===== config.mk =====
export PLATFORM = sky130hd
export DESIGN_NAME = id_hazard_ctrl
export DESIGN_NICKNAME = d
export VERILOG_FILES = /design/src/rtl/mips16_hazard_pkg.sv /design/src/rtl/hazard_scoreboard.sv /design/src/rtl/id_hazard_ctrl.sv
export SDC_FILE = /design/constraint.sdc
export NUM_CORES = 1
export LEC_CHECK = 0
export BUFFER_PORTS_ARGS = -buffer_cell sky130_fd_sc_hd__buf_2
export CORE_MARGIN = 3
export CORE_UTILIZATION = 35
export DETAILED_ROUTE_END_ITERATION = 12
export GPL_ROUTABILITY_DRIVEN = 0
export PLACE_DENSITY_LB_ADDON = 0.3
export SKIP_CTS_REPAIR_TIMING = 1
export SYNTH_ARGS = -nofsm -noshare
export SYNTH_HDL_FRONTEND = slang
export SYNTH_SLANG_ARGS = --single-unit

===== constraint.sdc =====
create_clock -name clk -period 4.8 [get_ports clk]
set_clock_uncertainty 0.1 [all_clocks]
set_input_delay 0.96 -clock clk [delete_from_list [all_inputs] [get_ports clk]]
set_output_delay 0.96 -clock clk [all_outputs]
set_load 0.05 [all_outputs]

===== src/rtl/mips16_hazard_pkg.sv =====
// Shared types for the MIPS16 ID-stage interlock.
// Holds the FSM state encoding, the scoreboard entry layout and the R0 constant.
package mips16_hazard_pkg;

    typedef enum logic [1:0] {
        RUN   = 2'd0,
        STALL = 2'd1,
        FLUSH = 2'd2
    } ctrl_state_e;

    typedef struct packed {
        logic       valid;
        logic [2:0] dest;
    } sb_entry_t;

    localparam logic [2:0] REG_ZERO = 3'd0;

endpackage


===== src/rtl/hazard_scoreboard.sv =====
// Shift-register scoreboard of in-flight writes (entry 0 = EX) plus RAW match.
// Ports: clk, rst, shift_vld/shift_dest (new entry), src1/src2 + used flags, hit.
module hazard_scoreboard
    import mips16_hazard_pkg::*;
#(
    parameter int SB_DEPTH = 3
) (
    input  logic       clk,
    input  logic       rst,
    input  logic       shift_vld,
    input  logic [2:0] shift_dest,
    input  logic [2:0] src1,
    input  logic [2:0] src2,
    input  logic       src1_used,
    input  logic       src2_used,
    output logic       hit
);

    sb_entry_t [SB_DEPTH-1:0] sb;

    always_ff @(posedge clk or posedge rst) begin
        if (rst) begin
            sb <= '0;
        end else begin
            sb[0].valid <= shift_vld;
            sb[0].dest  <= shift_vld ? shift_dest : REG_ZERO;
            for (int i = 1; i < SB_DEPTH; i++) begin
                sb[i] <= sb[i-1];
            end
        end
    end

    always_comb begin
        hit = 1'b0;
        for (int i = 0; i < SB_DEPTH; i++) begin
            if (sb[i].valid) begin
                if (src1_used && sb[i].dest == src1) hit = 1'b1;
                if (src2_used && sb[i].dest == src2) hit = 1'b1;
            end
        end
    end

endmodule


===== src/rtl/id_hazard_ctrl.sv =====
// ID-stage interlock and branch flush sequencer (no forwarding).
// Ports: clk, rst, ID operand/writeback info, branch_taken; decode enable,
// bubble, IF flush and saturating stall/flush counters.
module id_hazard_ctrl
    import mips16_hazard_pkg::*;
#(
    parameter int SB_DEPTH = 3,
    parameter int CNT_W    = 16
) (
    input  logic             clk,
    input  logic             rst,
    input  logic [2:0]       decoding_op_src1,
    input  logic [2:0]       decoding_op_src2,
    input  logic             src1_used,
    input  logic             src2_used,
    input  logic             issue_wb_en,
    input  logic [2:0]       issue_wb_dest,
    input  logic             branch_taken,
    output logic             instruction_decode_en,
    output logic             id_bubble,
    output logic             if_flush,
    output logic [CNT_W-1:0] stall_cnt,
    output logic [CNT_W-1:0] flush_cnt
);

    ctrl_state_e state, state_nxt;
    logic        hit;
    logic        hazard;
    logic        issue_vld;

    // Only a real instruction leaving ID claims a scoreboard slot;
    // stalls and the squashed slot after a flush shift in bubbles.
    assign issue_vld = issue_wb_en
                     && (issue_wb_dest != REG_ZERO)
                     && instruction_decode_en
                     && !id_bubble;

    hazard_scoreboard #(
        .SB_DEPTH (SB_DEPTH)
    ) u_sb (
        .clk        (clk),
        .rst        (rst),
        .shift_vld  (issue_vld),
        .shift_dest (issue_wb_dest),
        .src1       (decoding_op_src1),
        .src2       (decoding_op_src2),
        .src1_used  (src1_used),
        .src2_used  (src2_used),
        .hit        (hit)
    );

    // The instruction sitting in ID during FLUSH is squashed,
    // so its operands cannot create a hazard.
    assign hazard = hit && (state != FLUSH);

    always_comb begin
        state_nxt             = state;
        instruction_decode_en = 1'b1;
        id_bubble             = 1'b0;
        if_flush              = 1'b0;
        unique case (state)
            RUN, STALL: begin
                if (hazard) begin
                    instruction_decode_en = 1'b0;
                    id_bubble             = 1'b1;
                    state_nxt             = STALL;
                end else if (branch_taken) begin
                    if_flush  = 1'b1;
                    state_nxt = FLUSH;
                end else begin
                    state_nxt = RUN;
                end
            end
            FLUSH: begin
                id_bubble = 1'b1;
                state_nxt = RUN;
            end
            default: state_nxt = RUN;
        endcase
        if (rst) begin
            instruction_decode_en = 1'b0;
            id_bubble             = 1'b1;
            if_flush              = 1'b0;
        end
    end

    always_ff @(posedge clk or posedge rst) begin
        if (rst) begin
            state     <= RUN;
            stall_cnt <= '0;
            flush_cnt <= '0;
        end else begin
            state <= state_nxt;
            if (hazard && stall_cnt != '1) begin
                stall_cnt <= stall_cnt + 1'b1;
            end
            if (if_flush && flush_cnt != '1) begin
                flush_cnt <= flush_cnt + 1'b1;
            end
        end
    end

endmodule


==> results.cfg <==
[sta]
fin_crit_ns = 3.59
final.setup.tns_ns = 0
slew_violations = 0
grt_setup_unrepaired = false
worst_pin_slew_ns = 0.634
hold_viol = 0
hold_slack_ns = 0.277
slew_headroom = 0.576
finalCritPeriodShare = 0.749
setup_violations = 0
max_freq_mhz = 278

[clock_tree]
clock_sinks = 46
path_clk_slew_ns = 0.08
htree_levels = 2
clockRootBuffer = clkbuf_8
cts_tree = built
clk_latency_ns = 0.29
cts_buffer_depth = 2
numCtsBuffers = 5

[yosys]
synth_compound_area_frac = 0.0416
syn_area_sq_um = 2290
synthTopCellsByArea = dfrtp_1, xnor2_1, nand4_1, nand3_2, and3_1
yosysTopAreaCell = dfrtp_1
synth_fa_ha_area_frac = 0.0109
ys_ff_latch = 46
synth_top_family_by_area = simple AND/OR/NAND/NOR gates
seq_area_frac_synth = 0.504
yosys.area_share.simple = 0.221
synthesis.nets = 208
synthXorXnorAreaFrac = 0.184
synthCells = 191
postSynthAreaPerCell_sq_um = 12.0
synth_top_area_share = 0.504
yosysUniqueCellTypes = 35
synthMuxAreaShare = 0.0142
ys_warn_count = 0

[drt]
dr.pass1.iters = 4
vias = 1599
drtAntennaViolNets = 0
via_per_inst = 5.03
drc = 0
drtIter0Drc = 44
drt-total-wl_um = 4540
wire_per_inst_um = 14.3

[power_and_ir_drop]
ir_drop_mv = 0.262
leakage_nw = 1.25
finalPower_mw = 1.03
power.density_nw_per_um2 = 380

[setup_path]
path_common_cell = buf_2
arrival_ns = 2.53
crit_path_cell_trace = buf_2 -> xnor2_1 -> nand4_1 -> a21boi_1 -> nor3_2 -> mux2i_1 -> or2_1 -> buf_2
rrSetupSlack_ns = 2.57
slowest_delay_ns = 0.34
slowest_stage = mux2i_1
crit_path_end_kind = output pin
critPathKind = primary input to output pin
cp-start-kind = primary input
cp.required_ns = 3.74
crit_path_max_fanout = 5

[placed_design]
port_buffers = 49
dp_hpwl_um = 3300

[floorplan]
initial_utilization = 0.373
core.rowCount = 28
die_h_um = 86.8
core_sq_um = 6130
ios = 50
dieArea_sq_um = 7540
die_w_um = 86.8

[finish]
layout_commonest_cell = buf_2
nFillCells = 584
drive_gt1_frac = 0.350
final_cell_mix = buf_2, dfrtp_1, xnor2_1
final_util = 0.442
fin_nets = 259
insertedDiodeCount = 0
layout-area-overhead-vs-synth_pct = 18.4

[grt]
grt_pass1_vias = 1688
track_usage = 0.132
grt_max_degree = 48
grt_pass1_wl_um = 7850
grt-ovfl-total = 0
antenna_found_initial = 0

[run_status]
status = finished clean

[flow_run]
maxCapViolCount = 0

[hold_path]
min_path_type = flip-flop to flip-flop
## cells in the mapped netlist, drive strengths merged
| library cell | number |
|---|---|
| and3 | 16 |
| nand4 | 22 |
| nor3 | 6 |
| or2 | 1 |
| ha | 2 |
| clkbuf | 1 |
| nand2 | 9 |
| and4 | 4 |
| o31a | 1 |
| mux2i | 1 |
| a41o | 1 |
| buf | 6 |
| xnor2 | 45 |
| nor4 | 1 |
| dfrtp | 46 |
| inv | 2 |
| a41oi | 2 |
| mux2 | 2 |
| o311ai | 1 |
| xor2 | 3 |
| nand3 | 10 |
| and2 | 1 |
| nor2 | 5 |
| a21boi | 3 |
## layout make-up
cell class	instances	area, sq um	share of cell area
Sequential cell	46	1150	0.425
Multi-Input combinational cell	136	1080	0.401
Timing Repair Buffer	51	260	0.0961
Tap cell	75	93.8	0.0347
Clock buffer	6	72.6	0.0268
Clock inverter	2	37.5	0.0139
Inverter	2	7.51	0.00277
## kinds of logic after synthesis
logic type,count (synthesis)
adder cells (fa/ha/maj),2
multiplexers,3
flip-flops,46
buffers and inverters,9
XOR/XNOR,48
AO/OA/AOI/OAI,8
AND/OR/NAND/NOR,75
## registers in the layout, indices dropped and copies added, names as in the netlist
| register | flops |
|---|---|
| flush_cnt | 16 |
| stall_cnt | 16 |
| state | 2 |
| u_sb.sb | 12 |
## critical path, delay by kind of cell
family,cells,cell delay [ns]
mux,1,0.34
simple gates,3,0.36
compound gates,1,0.32
xor+xnor,1,0.17
buf+inv,2,0.38
## metrics by stage
stage	cell area, sq um	setup WS, ns	instances
global route	2710	0.974	318
finish	2710	1.21	318
floorplan	2290	0.381	191
global placement	2600	1.24	310
CTS	2710	1.18	318
detailed placement	2600	1.18	310
## metal layers
layer  track usage  vias to the layer above  share of wire
met5             0                        -              0
met2         0.204                       38           0.46
li1              -                      782              -
met4        0.0496                        0          0.011
met1         0.176                      773           0.48
met3        0.0342                        6          0.047
## report_power, final
group | switching (mW) | leakage, nW | internal [mW]
Combinational | 0.200 | 0.575 | 0.0777
Sequential | 0.0444 | 0.624 | 0.426
Clock | 0.127 | 0.0514 | 0.155
## worst paths after layout
check | from | end | cells past startpoint
min in group asynchronous | rst | u_sb.sb[9] | 3
max reg2reg | flush_cnt[3] | flush_cnt[1] | 6
min | u_sb.sb[7] | u_sb.sb[11] | 0
max | decoding_op_src1[2] | id_bubble | 8
min reg2reg | u_sb.sb[7] | u_sb.sb[11] | 0
max in group asynchronous | rst | stall_cnt[10] | 3
Power figures use the tool's default switching activity.
